`src/rtl/layer_motion.sv`:
```
// layer_motion: per-frame sprite motion controller feeding a layer instance.
// Each sprite copy has a shadow position, velocity and flip state. Game logic
// writes only the shadow copy. Once per frame, during vertical blanking, every
// copy is advanced and bounced off the screen edges. The results are then
// committed to the offset/flip outputs in one cycle, so those outputs stay
// stable for the whole active frame.
//
// Ports
//   clk, rst_n            clock, asynchronous active-low reset
//   hdata, vdata          beam column/row; (vdata==VSIZE && hdata==0) starts a frame tick
//   pause                 1 = leave positions unchanged at the frame update
//   cmd_valid/cmd_ready   command handshake; op 0 = load position, op 1 = load velocity
//   cmd_op, cmd_idx       command type and target replica (idx >= REPLICAS is dropped)
//   cmd_h, cmd_v          position, or velocity in the low SWIDTH bits
//   hoffset, voffset      committed offsets, one per replica
//   hflip, vflip          committed flips, one per replica
//   busy                  controller is not idle
//   overrun               sticky, set by a frame tick that arrives while busy
//   frame_cnt             number of commits, wraps at 0xFFFF
//
// state  | meaning
// IDLE   | waiting for a frame tick; commands are accepted here
// UPDATE | advancing replica upd_idx, one replica per cycle
// COMMIT | copying shadow state to the outputs, counting the frame
module layer_motion #(
    parameter int HWIDTH   = 12,
    parameter int VWIDTH   = 12,
    parameter int HSIZE    = 640,
    parameter int VSIZE    = 480,
    parameter int REPLICAS = 1,
    parameter int SPR_W    = 32,
    parameter int SPR_H    = 32,
    parameter int SWIDTH   = 4
) (
    input  logic                          clk,
    input  logic                          rst_n,
    input  logic [HWIDTH-1:0]             hdata,
    input  logic [VWIDTH-1:0]             vdata,
    input  logic                          pause,
    input  logic                          cmd_valid,
    output logic                          cmd_ready,
    input  logic                          cmd_op,
    input  logic [$clog2(REPLICAS):0]     cmd_idx,
    input  logic [HWIDTH-1:0]             cmd_h,
    input  logic [VWIDTH-1:0]             cmd_v,
    output logic [HWIDTH-1:0]             hoffset [REPLICAS],
    output logic [VWIDTH-1:0]             voffset [REPLICAS],
    output logic                          hflip [REPLICAS],
    output logic                          vflip [REPLICAS],
    output logic                          busy,
    output logic                          overrun,
    output logic [15:0]                   frame_cnt
);
    localparam int IDXW = $clog2(REPLICAS) + 1;
    localparam logic signed [HWIDTH:0] HLIM   = (HWIDTH+1)'(HSIZE - SPR_W);
    localparam logic signed [VWIDTH:0] VLIM   = (VWIDTH+1)'(VSIZE - SPR_H);
    localparam logic [HWIDTH-1:0]      HLIM_U = HWIDTH'(HSIZE - SPR_W);
    localparam logic [VWIDTH-1:0]      VLIM_U = VWIDTH'(VSIZE - SPR_H);
    localparam logic [SWIDTH-1:0]      VEL_MIN = {1'b1, {(SWIDTH-1){1'b0}}};
    localparam logic [SWIDTH-1:0]      VEL_MAX = {1'b0, {(SWIDTH-1){1'b1}}};

    typedef enum logic [1:0] {IDLE, UPDATE, COMMIT} state_t;

    state_t            state, state_next;
    logic [IDXW-1:0]   upd_idx;
    logic              tick_q, tick_q2, tick, cmd_fire;

    logic [HWIDTH-1:0] hpos   [REPLICAS];
    logic [VWIDTH-1:0] vpos   [REPLICAS];
    logic [SWIDTH-1:0] hvel   [REPLICAS];
    logic [SWIDTH-1:0] vvel   [REPLICAS];
    logic              hflip_s[REPLICAS];
    logic              vflip_s[REPLICAS];

    logic [HWIDTH-1:0] cur_hpos, new_hpos;
    logic [VWIDTH-1:0] cur_vpos, new_vpos;
    logic [SWIDTH-1:0] cur_hvel, cur_vvel, new_hvel, new_vvel;
    logic              cur_hflip, cur_vflip, new_hflip, new_vflip;
    logic signed [HWIDTH:0] h_next;
    logic signed [VWIDTH:0] v_next;

    // The most negative velocity has no positive twin; clamp it instead of wrapping.
    function automatic logic [SWIDTH-1:0] neg_sat(input logic [SWIDTH-1:0] v);
        return (v == VEL_MIN) ? VEL_MAX : -v;
    endfunction

    always_ff @(posedge clk or negedge rst_n) begin
        if (!rst_n) begin
            tick_q  <= 1'b0;
            tick_q2 <= 1'b0;
        end else begin
            tick_q  <= (vdata == VWIDTH'(VSIZE)) && (hdata == '0);
            tick_q2 <= tick_q;
        end
    end

    assign tick      = tick_q & ~tick_q2;
    assign cmd_ready = rst_n && (state == IDLE) && !tick;
    assign cmd_fire  = cmd_valid && cmd_ready;
    assign busy      = (state != IDLE);

    always_comb begin
        state_next = state;
        case (state)
            IDLE:    if (tick) state_next = UPDATE;
            UPDATE:  if (upd_idx == IDXW'(REPLICAS - 1)) state_next = COMMIT;
            COMMIT:  state_next = IDLE;
            default: state_next = IDLE;
        endcase
    end

    always_ff @(posedge clk or negedge rst_n) begin
        if (!rst_n) begin
            state   <= IDLE;
            upd_idx <= '0;
        end else begin
            state   <= state_next;
            upd_idx <= (state == UPDATE) ? upd_idx + IDXW'(1) : '0;
        end
    end

    always_comb begin
        cur_hpos  = '0;
        cur_vpos  = '0;
        cur_hvel  = '0;
        cur_vvel  = '0;
        cur_hflip = 1'b0;
        cur_vflip = 1'b0;
        for (int r = 0; r < REPLICAS; r++) begin
            if (upd_idx == IDXW'(r)) begin
                cur_hpos  = hpos[r];
                cur_vpos  = vpos[r];
                cur_hvel  = hvel[r];
                cur_vvel  = vvel[r];
                cur_hflip = hflip_s[r];
                cur_vflip = vflip_s[r];
            end
        end
    end

    // One extra bit so both overshoot directions are visible as signed values.
    always_comb begin
        h_next    = $signed({1'b0, cur_hpos}) +
                    $signed({{(HWIDTH+1-SWIDTH){cur_hvel[SWIDTH-1]}}, cur_hvel});
        new_hpos  = h_next[HWIDTH-1:0];
        new_hvel  = cur_hvel;
        new_hflip = cur_hflip;
        if (h_next > HLIM) begin
            new_hpos  = HLIM_U;
            new_hvel  = neg_sat(cur_hvel);
            new_hflip = ~cur_hflip;
        end else if (h_next[HWIDTH]) begin
            new_hpos  = '0;
            new_hvel  = neg_sat(cur_hvel);
            new_hflip = ~cur_hflip;
        end

        v_next    = $signed({1'b0, cur_vpos}) +
                    $signed({{(VWIDTH+1-SWIDTH){cur_vvel[SWIDTH-1]}}, cur_vvel});
        new_vpos  = v_next[VWIDTH-1:0];
        new_vvel  = cur_vvel;
        new_vflip = cur_vflip;
        if (v_next > VLIM) begin
            new_vpos  = VLIM_U;
            new_vvel  = neg_sat(cur_vvel);
            new_vflip = ~cur_vflip;
        end else if (v_next[VWIDTH]) begin
            new_vpos  = '0;
            new_vvel  = neg_sat(cur_vvel);
            new_vflip = ~cur_vflip;
        end
    end

    // Commands only land in IDLE and updates only in UPDATE, so they never collide.
    always_ff @(posedge clk or negedge rst_n) begin
        if (!rst_n) begin
            for (int r = 0; r < REPLICAS; r++) begin
                hpos[r]    <= '0;
                vpos[r]    <= '0;
                hvel[r]    <= '0;
                vvel[r]    <= '0;
                hflip_s[r] <= 1'b0;
                vflip_s[r] <= 1'b0;
            end
        end else begin
            for (int r = 0; r < REPLICAS; r++) begin
                if (cmd_fire && cmd_idx == IDXW'(r)) begin
                    if (!cmd_op) begin
                        hpos[r] <= cmd_h;
                        vpos[r] <= cmd_v;
                    end else begin
                        hvel[r] <= cmd_h[SWIDTH-1:0];
                        vvel[r] <= cmd_v[SWIDTH-1:0];
                        if (cmd_h[SWIDTH-1:0] != '0) hflip_s[r] <= cmd_h[SWIDTH-1];
                        if (cmd_v[SWIDTH-1:0] != '0) vflip_s[r] <= cmd_v[SWIDTH-1];
                    end
                end
                if (state == UPDATE && !pause && upd_idx == IDXW'(r)) begin
                    hpos[r]    <= new_hpos;
                    vpos[r]    <= new_vpos;
                    hvel[r]    <= new_hvel;
                    vvel[r]    <= new_vvel;
                    hflip_s[r] <= new_hflip;
                    vflip_s[r] <= new_vflip;
                end
            end
        end
    end

    always_ff @(posedge clk or negedge rst_n) begin
        if (!rst_n) begin
            for (int r = 0; r < REPLICAS; r++) begin
                hoffset[r] <= '0;
                voffset[r] <= '0;
                hflip[r]   <= 1'b0;
                vflip[r]   <= 1'b0;
            end
            frame_cnt <= '0;
            overrun   <= 1'b0;
        end else begin
            if (state == COMMIT) begin
                for (int r = 0; r < REPLICAS; r++) begin
                    hoffset[r] <= hpos[r];
                    voffset[r] <= vpos[r];
                    hflip[r]   <= hflip_s[r];
                    vflip[r]   <= vflip_s[r];
                end
                frame_cnt <= frame_cnt + 16'd1;
            end
            if (tick && state != IDLE) overrun <= 1'b1;
        end
    end
endmodule
```
`config.mk`:
```
export PLATFORM = sky130hd
export DESIGN_NAME = layer_motion
export DESIGN_NICKNAME = d
export VERILOG_FILES = /design/src/rtl/layer_motion.sv
export SDC_FILE = /design/constraint.sdc
export NUM_CORES = 1
export LEC_CHECK = 0
export ABC_CLOCK_PERIOD_IN_PS = 3900
export BUFFER_PORTS_ARGS = -buffer_cell sky130_fd_sc_hd__buf_2
export CAP_MARGIN = 20
export CORE_ASPECT_RATIO = 1.25
export CORE_UTILIZATION = 51
export DETAILED_ROUTE_END_ITERATION = 6
export PLACE_DENSITY = 0.77
export SETUP_SLACK_MARGIN = 0.15
export SLEW_MARGIN = 20
export SYNTH_ARGS = -nofsm -noshare
export SYNTH_HDL_FRONTEND = slang
export SYNTH_SLANG_ARGS = --single-unit
```
`constraint.sdc`:
```
create_clock -name clk -period 3.9 [get_ports clk]
set_input_delay 0.78 -clock clk [delete_from_list [all_inputs] [get_ports clk]]
set_output_delay 0.78 -clock clk [all_outputs]
set_load 0.1 [all_outputs]
```
==> results of run 1 <==
## state kept, by name, indices dropped and copies added (netlist names)
register and cells:
frame_cnt 16, hflip 1, hflip_s 1, hoffset 12, hpos 12, hvel 4
overrun 1, state 2, tick_q 1, tick_q2 1, upd_idx 1, vflip 1
vflip_s 1, voffset 12, vpos 12, vvel 4
## worst max-delay path by stage
stage / start / to / slack (ns) / depth (start not counted)
after floorplan: upd_idx / hflip_s / 0.22 / 14
after global placement: upd_idx / vvel[2] / 0.21 / 13
after detailed placement: upd_idx / hpos[4] / 0.18 / 11
after CTS: upd_idx / vvel[2] / 0.17 / 13
after global routing: upd_idx / vpos[8] / 0.09 / 13
final: upd_idx / vvel[2] / 0.32 / 13
## cells in the final DEF (no fill, tap or decap), types with 8 or more instances in the layout
master / netlist / layout
a21oi_1: 28 / 27
and3_1: 12 / 12
buf_2: 5 / 97
buf_4: 1 / 20
clkbuf_16: 0 / 9
dfrtp_1: 82 / 81
ha_1: 19 / 19
inv_1: 9 / 9
mux2i_1: 18 / 18
nand2_1: 131 / 131
nand3_1: 10 / 10
nand4_1: 8 / 8
nor2_1: 32 / 32
nor2b_1: 30 / 27
nor3_1: 9 / 9
o21ai_0: 16 / 16
o22ai_1: 16 / 15
xnor2_1: 23 / 23
xor2_1: 20 / 20
## layer usage
layer  global-route usage (%)  wire (um)
met4                     13.0        489
met3                     4.75        754
met1                     33.3       5990
met5                        0          0
met2                     49.1       7450
## area by class of cell
| class | instances | area [um2] |
|---|---|---|
| fill | 849 | 3780 |
| multi-input combinational | 485 | 3130 |
| sequential | 82 | 2050 |
| timing repair buffer | 117 | 636 |
| clock buffer | 9 | 225 |
| tap | 129 | 161 |
| clock inverter | 7 | 83.8 |
| inverter | 10 | 37.5 |
## cells by family after synthesis
| kind of cell | after synthesis | synth area share, % |
|---|---|---|
| buf+inv | 47 | 3.79 |
| mux | 20 | 3.81 |
| fa+ha+maj | 22 | 5.03 |
| simple gates | 271 | 24.6 |
| xor+xnor | 43 | 7.08 |
| compound gates | 129 | 17.1 |
| flops | 82 | 38.6 |
## metrics by stage
stage          power (mW)  setup slack, ns  cell area [um2]  hold WS [ns]
2_1_floorplan        1.95            0.221             5320         0.355
3_3_place_gp         2.24            0.210             5950         0.367
3_5_place_dp         2.26            0.183             5950         0.372
4_1_cts              3.18            0.172             6260         0.386
5_1_grt              3.43           0.0860             6330         0.393
6_report             3.25            0.320             6330         0.382
## where the power goes
part	internal [mW]	switching [mW]	total, mW
clock network	0.509	0.393	0.902
logic	0.555	0.765	1.32
registers	0.923	0.110	1.03
total	1.99	1.27	3.25
## timing repair
| action | in CTS | in global routing |
|---|---|---|
| endpoints found under the hold margin | 0 | 0 |
| resized for setup | 1 | 11 |
| setup endpoints to repair | 2 | 24 |
| setup buffers | 0 | 1 |
## worst reg2reg max path, delay by kind of cell, from the launching register on
| kind | cells | cell delay (ns) |
|---|---|---|
| AOI/OAI and AO/OA | 5 | 1.43 |
| adders and majority gates | 2 | 0.43 |
| and+or+nand+nor | 3 | 0.50 |
| xor gates and xnor gates | 1 | 0.22 |
| DFF | 1 | 0.44 |
| buffers and inverters | 2 | 0.49 |
==> impl_metrics.ini, run 1 <==
[run_status]
outcome = finished clean

[routing]
vias = 4941
ant_nets = 0
wirelength_um = 14700
wl_per_cell_um = 17.5
vias_per_cell = 5.89
drc = 0
drtIter0Drc = 272
drt_pre_antenna_iters = 5

[clocking]
clock-sinks = 82
cts_buffer_depth = 2
cts_tree = done
htreeDepth = 3
numCtsBuffers = 9
cts_root_buffer = clkbuf_16
cts.clk_slew.worst_paths_ns = 0.07
clock_latency_ns = 0.34
cts-hold-fix-buffers = 0

[synthesis]
syn-num-nets = 687
ys_seq_area_share_pct = 38.6
yosysMostFrequentCell = nand2_1
synth_top_area_cell = dfrtp_1
ys_top_cells_by_count = nand2_1 (131), dfrtp_1 (82), nor2_1 (32), nor2b_1 (30), a21oi_1 (28)
ys_warn_count = 0
synthFlopType = dfrtp_1
ys_top_cells_by_area = dfrtp_1 (39%), nand2_1 (9.2%), ha_1 (4.5%)
synthCells = 614
ys_types = 71
ys_seq_elements = 82
postSynthAreaPerCell_um2 = 8.66
syn_area_um2 = 5320
synth_top_area_share_pct = 38.6
synth-edff-count = 0
async_reset_ff_share_pct = 100

[finish]
antennaDiodeCount = 0
layout-drive-gt1-share_pct = 22.3
layout.cells.non_filler = 839
final_util_pct = 62.6
syn_to_final_growth_pct = 18.9
final_nets = 778

[pwr]
vdd_drop_max_uv = 333
cellPowerDensity_nw_per_um2 = 514
total_leakage_power_nw = 3.10

[worst_setup_path]
worst-path-buf-inv = 2
arrival_ns = 3.84
end_kind = flip-flop
r2r-end = vvel[2]
cp_top_family = compound AO/OA/AOI/OAI gates
timing.rr.start = upd_idx
cp_data_required_time_ns = 4.16
slowest_delay_ns = 0.45
startpoint_type = flip-flop
r2r_cells = 13
r2r_slack_ns = 0.32
critPathMaxFanout = 25
crit_type = reg -> reg
path_cells = buf_4 > nor2b_1 > ha_1 > ha_1 > or3_1 > o22ai_1 > o211ai_1 > xnor2_1 > a2111oi_2 > nor4_4 > buf_4 > a221o_1 > a22oi_1
critPathSlowestCell = a2111oi_2

[placement]
numPortBuffers = 98
place.gp.congestion = 0.907
dpl.hpwl_um = 10700
placed_cells = 822

[timing]
rsz0062_at_grt = true
skew_ns = 0.00885
final-max-slew-violation-count = 0
finalSetupTns_ns = 0
fin_crit_sh_pct = 91.8
post-route-min-period_ns = 3.58
worstMarginPinSlew_ns = 0.801
slew_headroom_pct = 46.3
max_freq_mhz = 279
setup_viol = 0
finalHoldViolations = 0

[global_route]
antenna_found_initial = 0
first_global_vias = 4791
overflow = 0
grtUsageTotal_pct = 27.9
grt_pass1_wl_um = 23400
grt_max_degree = 52

[floorplanning]
core_area_um2 = 10100
fp-row-count = 41
io_pins = 99
start_util_pct = 52.6
fp.dieW_um = 93.3
die_h_um = 116
die_area_um2 = 10800

[worst_hold_path]
hold_end = tick_q2
hp-class = reg -> reg
holdCritStartpoint = tick_q
hold_depth = 0

[flow_run]
drv_cap = 0
(Power assumes the default switching activity.)
==> run 2: changes to the inputs <==
Settings changed: ABC_AREA set to 1, CORE_UTILIZATION 51 to 52, PLACE_DENSITY 0.77 to 0.78.
==> run 2 against run 1 <==
  * Maximum frequency up 18%
  * Global-route usage is 0.30 points lower
  * Sequential power fell by 4%
  * Clock power fell by 7.4%
  * Largest power group unchanged
  * The flow now finishes with violations (DRC)
  * Critical path depth is 5 higher
  * Critical path type unchanged
  * Die area grew 8.0%
==> impl_metrics.ini, run 2 <==
[timing]
finalHoldViolations = 0
skew_ns = 0.00727
fin_ws_ns = 0.866
worstMarginPinSlew_ns = 0.821
finalSetupTns_ns = 0
setup_viol = 0
rsz0062_at_grt = false
post-route-min-period_ns = 3.03
slew_headroom_pct = 45.2
max_freq_mhz = 330
final-max-slew-violation-count = 0
fin_crit_sh_pct = 77.8

[clocking]
cts-hold-fix-buffers = 0
cts.clk_slew.worst_paths_ns = 0.06
clock-sinks = 82
cts_tree = done
numCtsBuffers = 9
cts_buffer_depth = 2
post-cts-setup-buffers = 0
cts.repair.resized = 0
cts_root_buffer = clkbuf_16
clock_latency_ns = 0.34
htreeDepth = 3

[finish]
largest_register_ffs = 16
design_area_um2 = 6770
multi_input_area_um2 = 3280
syn_to_final_growth_pct = 15.4
layout.cells.non_filler = 1073
layout_commonest_cell = nand2_1
final_nets = 1006
antennaDiodeCount = 0
largest_register = frame_cnt
layout-drive-gt1-share_pct = 19.9
fillers = 1019
final_cell_mix = nand2_1 (234), inv_1 (104), nor2_1 (102)
regArea_um2 = 2050

[placement]
place_area_um2 = 6470
numPortBuffers = 98
place.gp.congestion = 0.963
dpl.hpwl_um = 12500
placed_cells = 1057
dpl_worst_slack_ns = 0.901

[synthesis]
synth_top_area_cell = dfrtp_1
synthCells = 836
ys_types = 45
postSynthAreaPerCell_um2 = 7.02
ys_warn_count = 0
synth_top_area_share_pct = 35.0
synth-edff-count = 0
synthFlopType = dfrtp_1
yosysMostFrequentCell = nand2_1
ys_seq_area_share_pct = 35.0
ys_top_cells_by_count = nand2_1 (234), inv_1 (104), nor2_1 (102), dfrtp_1 (82), nand3_1 (62)
async_reset_ff_share_pct = 100
ys_top_cells_by_area = dfrtp_1 (35%), nand2_1 (15%), inv_1 (6.7%)
syn_area_um2 = 5870
syn-num-nets = 909
ys_seq_elements = 82

[worst_setup_path]
crit_type = reg -> reg
startpoint_type = flip-flop
arrival_ns = 3.26
cp_top_family = simple AND/OR/NAND/NOR gates
path_common_cell = nand2_1
slowest_delay_ns = 0.42
r2r_slack_ns = 0.87
crit_start = upd_idx
path_cells = inv_6 > nand2_8 > inv_1 > ha_1 > a21oi_1 > inv_1 > nor2_1 > nand2_2 > nand2_1 > nand2_1 > nand2_1 > nand2_1 > nor2_4 > nand2_1 > nor2_4 > o211ai_1 > nand3_1 > nand2_1
end_kind = flip-flop
critPathSlowestCell = dfrtp_1
critPathMaxFanout = 26
cp_data_required_time_ns = 4.12
timing.rr.start = upd_idx
worst-path-buf-inv = 3

[routing]
drc = 2
vias = 5847
vias_per_cell = 5.45
wl_per_cell_um = 14.7
ant_nets = 0
drtIter0Drc = 353
wirelength_um = 15800
drt_pre_antenna_iters = 7

[floorplanning]
start_util_pct = 53.2
core_area_um2 = 11000
io_pins = 99
fp-row-count = 43
die_area_um2 = 11700
die_h_um = 121
fp.dieW_um = 97.0

[pwr]
cellPowerDensity_nw_per_um2 = 494
p_comb_share_pct = 45.6
clkPwrFrac_pct = 25.0
power_frac_seq_pct = 29.4
total_leakage_power_nw = 3.72
vdd_drop_max_uv = 382
p_sw_share_pct = 44.0
intPower_mw = 1.87
switching_power_mw = 1.47

[global_route]
grt-busiest-layer = met2
grtUsageTotal_pct = 27.6
overflow = 0
grtUsageMet1_pct = 32.5
globalRouteMet2Util_pct = 49.1
grt_use_met3_pct = 3.06
antenna_found_initial = 0
grt_pass1_wl_um = 25900
grt_max_degree = 43
first_global_vias = 5542

[run_status]
violations = DRC
outcome = finished with violations

[worst_hold_path]
holdCritStartpoint = tick_q
hp-class = reg -> reg

[flow_run]
drv_cap = 0
run 2: cell count changes in the layout (fill, tap and decap cells not counted), moves of 12 or more:
| cell | before | now |
|---|---|---|
| xnor2_1 | 23 | 8 |
| o21ai_0 | 16 | 50 |
| mux2i_1 | 18 | 0 |
| inv_1 | 9 | 104 |
| and3_1 | 12 | 0 |
| nor2_1 | 32 | 102 |
| buf_4 | 20 | 8 |
| nand2_1 | 131 | 234 |
| nand3_1 | 10 | 62 |
| nor2b_1 | 27 | 0 |
run 2: final timing paths:
check,to,cells past startpoint
min reg2reg,tick_q2,0
min,tick_q2,0
min in group asynchronous,hoffset[5],2
max,vflip_s,18
max reg2reg,vflip_s,18
max in group asynchronous,vpos[0],3
run 2: through the flow:
| step | util (%) | power, mW | hold WS [ns] |
|---|---|---|---|
| floorplan | - | 2.15 | 0.354 |
| global placement | 58.7 | 2.48 | 0.360 |
| detailed placement | 58.7 | 2.50 | 0.364 |
| CTS | 61.4 | 3.33 | 0.379 |
| global route | 61.4 | 3.57 | 0.403 |
| finish | 61.4 | 3.34 | 0.378 |
run 2: area by class of cell:
| cell class | instances | share of cell area (%) |
|---|---|---|
| Multi-Input combinational cell | 624 | 48.5 |
| Sequential cell | 82 | 30.3 |
| Clock buffer | 9 | 3.33 |
| Inverter | 111 | 6.26 |
| Tap cell | 135 | 2.49 |
| Clock inverter | 7 | 1.05 |
| Timing Repair Buffer | 105 | 8.06 |
run 2: logic make-up (layout without fill, tap and decap cells):
group,after synthesis,count (layout),synth area share (%)
and+or+nand+nor,476,476,38.4
buffers and inverters,130,232,9.11
AOI/OAI and AO/OA,112,112,10.9
DFF,82,82,35.0
adders and majority gates,19,19,4.05
xor gates and xnor gates,17,17,2.54
run 2: routing by layer:
| metal | vias to the layer above | routed length [um] | share of wire, % |
|---|---|---|---|
| li1 | 2881 | - | - |
| met1 | 2702 | 6270 | 40 |
| met2 | 209 | 8040 | 51 |
| met3 | 55 | 734 | 4.6 |
| met4 | 0 | 773 | 4.9 |
| met5 | - | 0 | 0 |
run 2: power groups by stage:
stage | clock network, mW | logic [mW] | registers (mW)
final | 0.835 | 1.52 | 0.984
after global routing | 0.878 | 1.70 | 0.991
after CTS | 0.843 | 1.51 | 0.982
after detailed placement | 0 | 1.50 | 0.997
after global placement | 0 | 1.48 | 0.997
after floorplan | 0 | 1.18 | 0.973
==> run 3: changes to the inputs <==
Settings changed: ABC_AREA 1 to 0, ABC_CLOCK_PERIOD_IN_PS 3900 to 3000, CORE_UTILIZATION 52 to 57, PLACE_DENSITY 0.78 to 0.82.
Clock period 3.9 ns to 3 ns, I/O delays scaled along.
==> run 3 against run 2 <==
  * The flow finishes with violations (setup timing)
  * Final area up 10%
  * Non-clock buffer count is 90 higher
  * Die area decreased by 17%
  * Power rose by 58%
  * Sequential power rose by 34%
  * Critical path type unchanged
  * Critical endpoint is now hvel[2]
  * Highest routed layer unchanged
==> impl_metrics.ini, run 3 (synthesis results as in run 1) <==
[finish]
multi_input_area_um2 = 3650
final_cell_mix = nand2_1 (130), buf_2 (96), buf_4 (87)
regArea_um2 = 2050
syn_to_final_growth_pct = 40.5
layout-drive-gt1-share_pct = 38.8
largest_register = frame_cnt
largest_register_ffs = 16
antennaDiodeCount = 0
layout_commonest_cell = nand2_1
final_nets = 856
fillers = 534

[routing]
vias_per_cell = 6.28
drt_pre_antenna_iters = 6
drc = 0
ant_nets = 0
vias = 5719
drtIter0Drc = 400
wirelength_um = 18000
wl_per_cell_um = 19.8

[pwr]
total_leakage_power_nw = 3.62
vdd_drop_max_uv = 481
cellPowerDensity_nw_per_um2 = 705

[clocking]
clock_latency_ns = 0.35
clock-sinks = 82
cts_buffer_depth = 2
htreeDepth = 3
cts.clk_slew.worst_paths_ns = 0.07
numCtsBuffers = 9
cts_tree = done
cts-hold-fix-buffers = 0
cts_root_buffer = clkbuf_16

[worst_setup_path]
critPathMaxFanout = 7
timing.rr.start = upd_idx
arrival_ns = 3.63
end_kind = flip-flop
cp_data_required_time_ns = 3.24
startpoint_type = flip-flop
crit_start = upd_idx
r2r_slack_ns = -0.38
crit_type = reg -> reg

[timing]
max_freq_mhz = 296
final-max-slew-violation-count = 0
post-route-min-period_ns = 3.38
slew_headroom_pct = 42.4
fin_ws_ns = -0.384
rsz0062_at_grt = true
finalSetupTns_ns = -5.73
setup_viol = 28
fin_crit_sh_pct = 113
worstMarginPinSlew_ns = 0.864
skew_ns = 0.0103
finalHoldViolations = 0

[placement]
place.gp.congestion = 0.983
dpl_worst_slack_ns = -0.188
numPortBuffers = 98
dpl.hpwl_um = 11100

[floorplanning]
fp-row-count = 39
die_area_um2 = 9720
io_pins = 99
die_h_um = 110
fp.dieW_um = 88.4
start_util_pct = 58.3
core_area_um2 = 9130

[global_route]
overflow = 0
first_global_vias = 5548
antenna_found_initial = 0
grt_max_degree = 43
grt_pass1_wl_um = 26600
grtUsageTotal_pct = 36.5

[run_status]
violations = setup timing
outcome = finished with violations

[worst_hold_path]
hp-class = in -> async

[flow_run]
drv_cap = 0
[run 3: cell types whose count changed in the layout (fill, tap and decap cells not counted), sizes merged, moves of 15 or more]
cell,before,now
nor2,116,32
buf,105,195
nand2,251,131
xnor2,8,23
nand3,74,11
o21ai,58,18
inv,115,12
nor2b,0,30
mux2i,0,18
[run 3: worst paths after layout]
kind                                      to  cells past startpoint
min in group clk                     tick_q2                      0
max in group asynchronous            hpos[7]                      3
worst max-delay path                 hvel[2]                     13
worst min-delay path            frame_cnt[7]                      2
worst max register to register       hvel[2]                     13
worst min register to register       tick_q2                      0
[run 3: power by group]
group	switching (mW)	internal, mW
clock	0.506	0.576
combinational	1.50	1.36
sequential	0.121	1.20
[run 3: layer usage]
| layer | global-route usage (%) | wire length [um] |
|---|---|---|
| met1 | 39.2 | 6240 |
| met5 | 0 | 0 |
| met3 | 6.85 | 1350 |
| met2 | 64.6 | 9330 |
| met4 | 24.8 | 1110 |
[run 3: repair_timing]
item / CTS / global route
pin swaps: 18 / 19
setup endpoints to repair: 28 / 29
gates cloned: 1 / 0
gates resized for setup: 72 / 36
buffers inserted: 14 / 9
[run 3: final cells by class]
| cell class | instances | share of cell area (%) |
|---|---|---|
| Clock buffer | 9 | 3.01 |
| Sequential cell | 82 | 27.5 |
| Timing Repair Buffer | 195 | 17.3 |
| Multi-Input combinational cell | 485 | 48.8 |
| Tap cell | 123 | 2.06 |
| Clock inverter | 7 | 0.803 |
| Inverter | 10 | 0.603 |
[run 3: critical path, stage by stage (launching register included)]
cell and delay (ns):
dfrtp_2 0.47, buf_12 0.18, nor2b_4 0.15, buf_6 0.15, ha_1 0.30, a21oi_2 0.18, o211ai_1 0.22, o31ai_1 0.37
o2bb2ai_1 0.13, o221a_1 0.17, a211o_1 0.33, buf_6 0.15, o21a_1 0.21, o31ai_2 0.26
[run 3: metrics by stage]
stage               total power, mW  cells  cell area [um2]  hold WS [ns]  utilization, %
floorplan                      2.60    614             5430         0.304               -
global placement               3.29    871             6460         0.368            70.8
CTS                            4.85    902             7220         0.363            79.1
global route                   5.48    911             7470         0.393            81.9
detailed placement             3.35    871             6460         0.372            70.8
finish                         5.27    911             7470         0.353            81.9
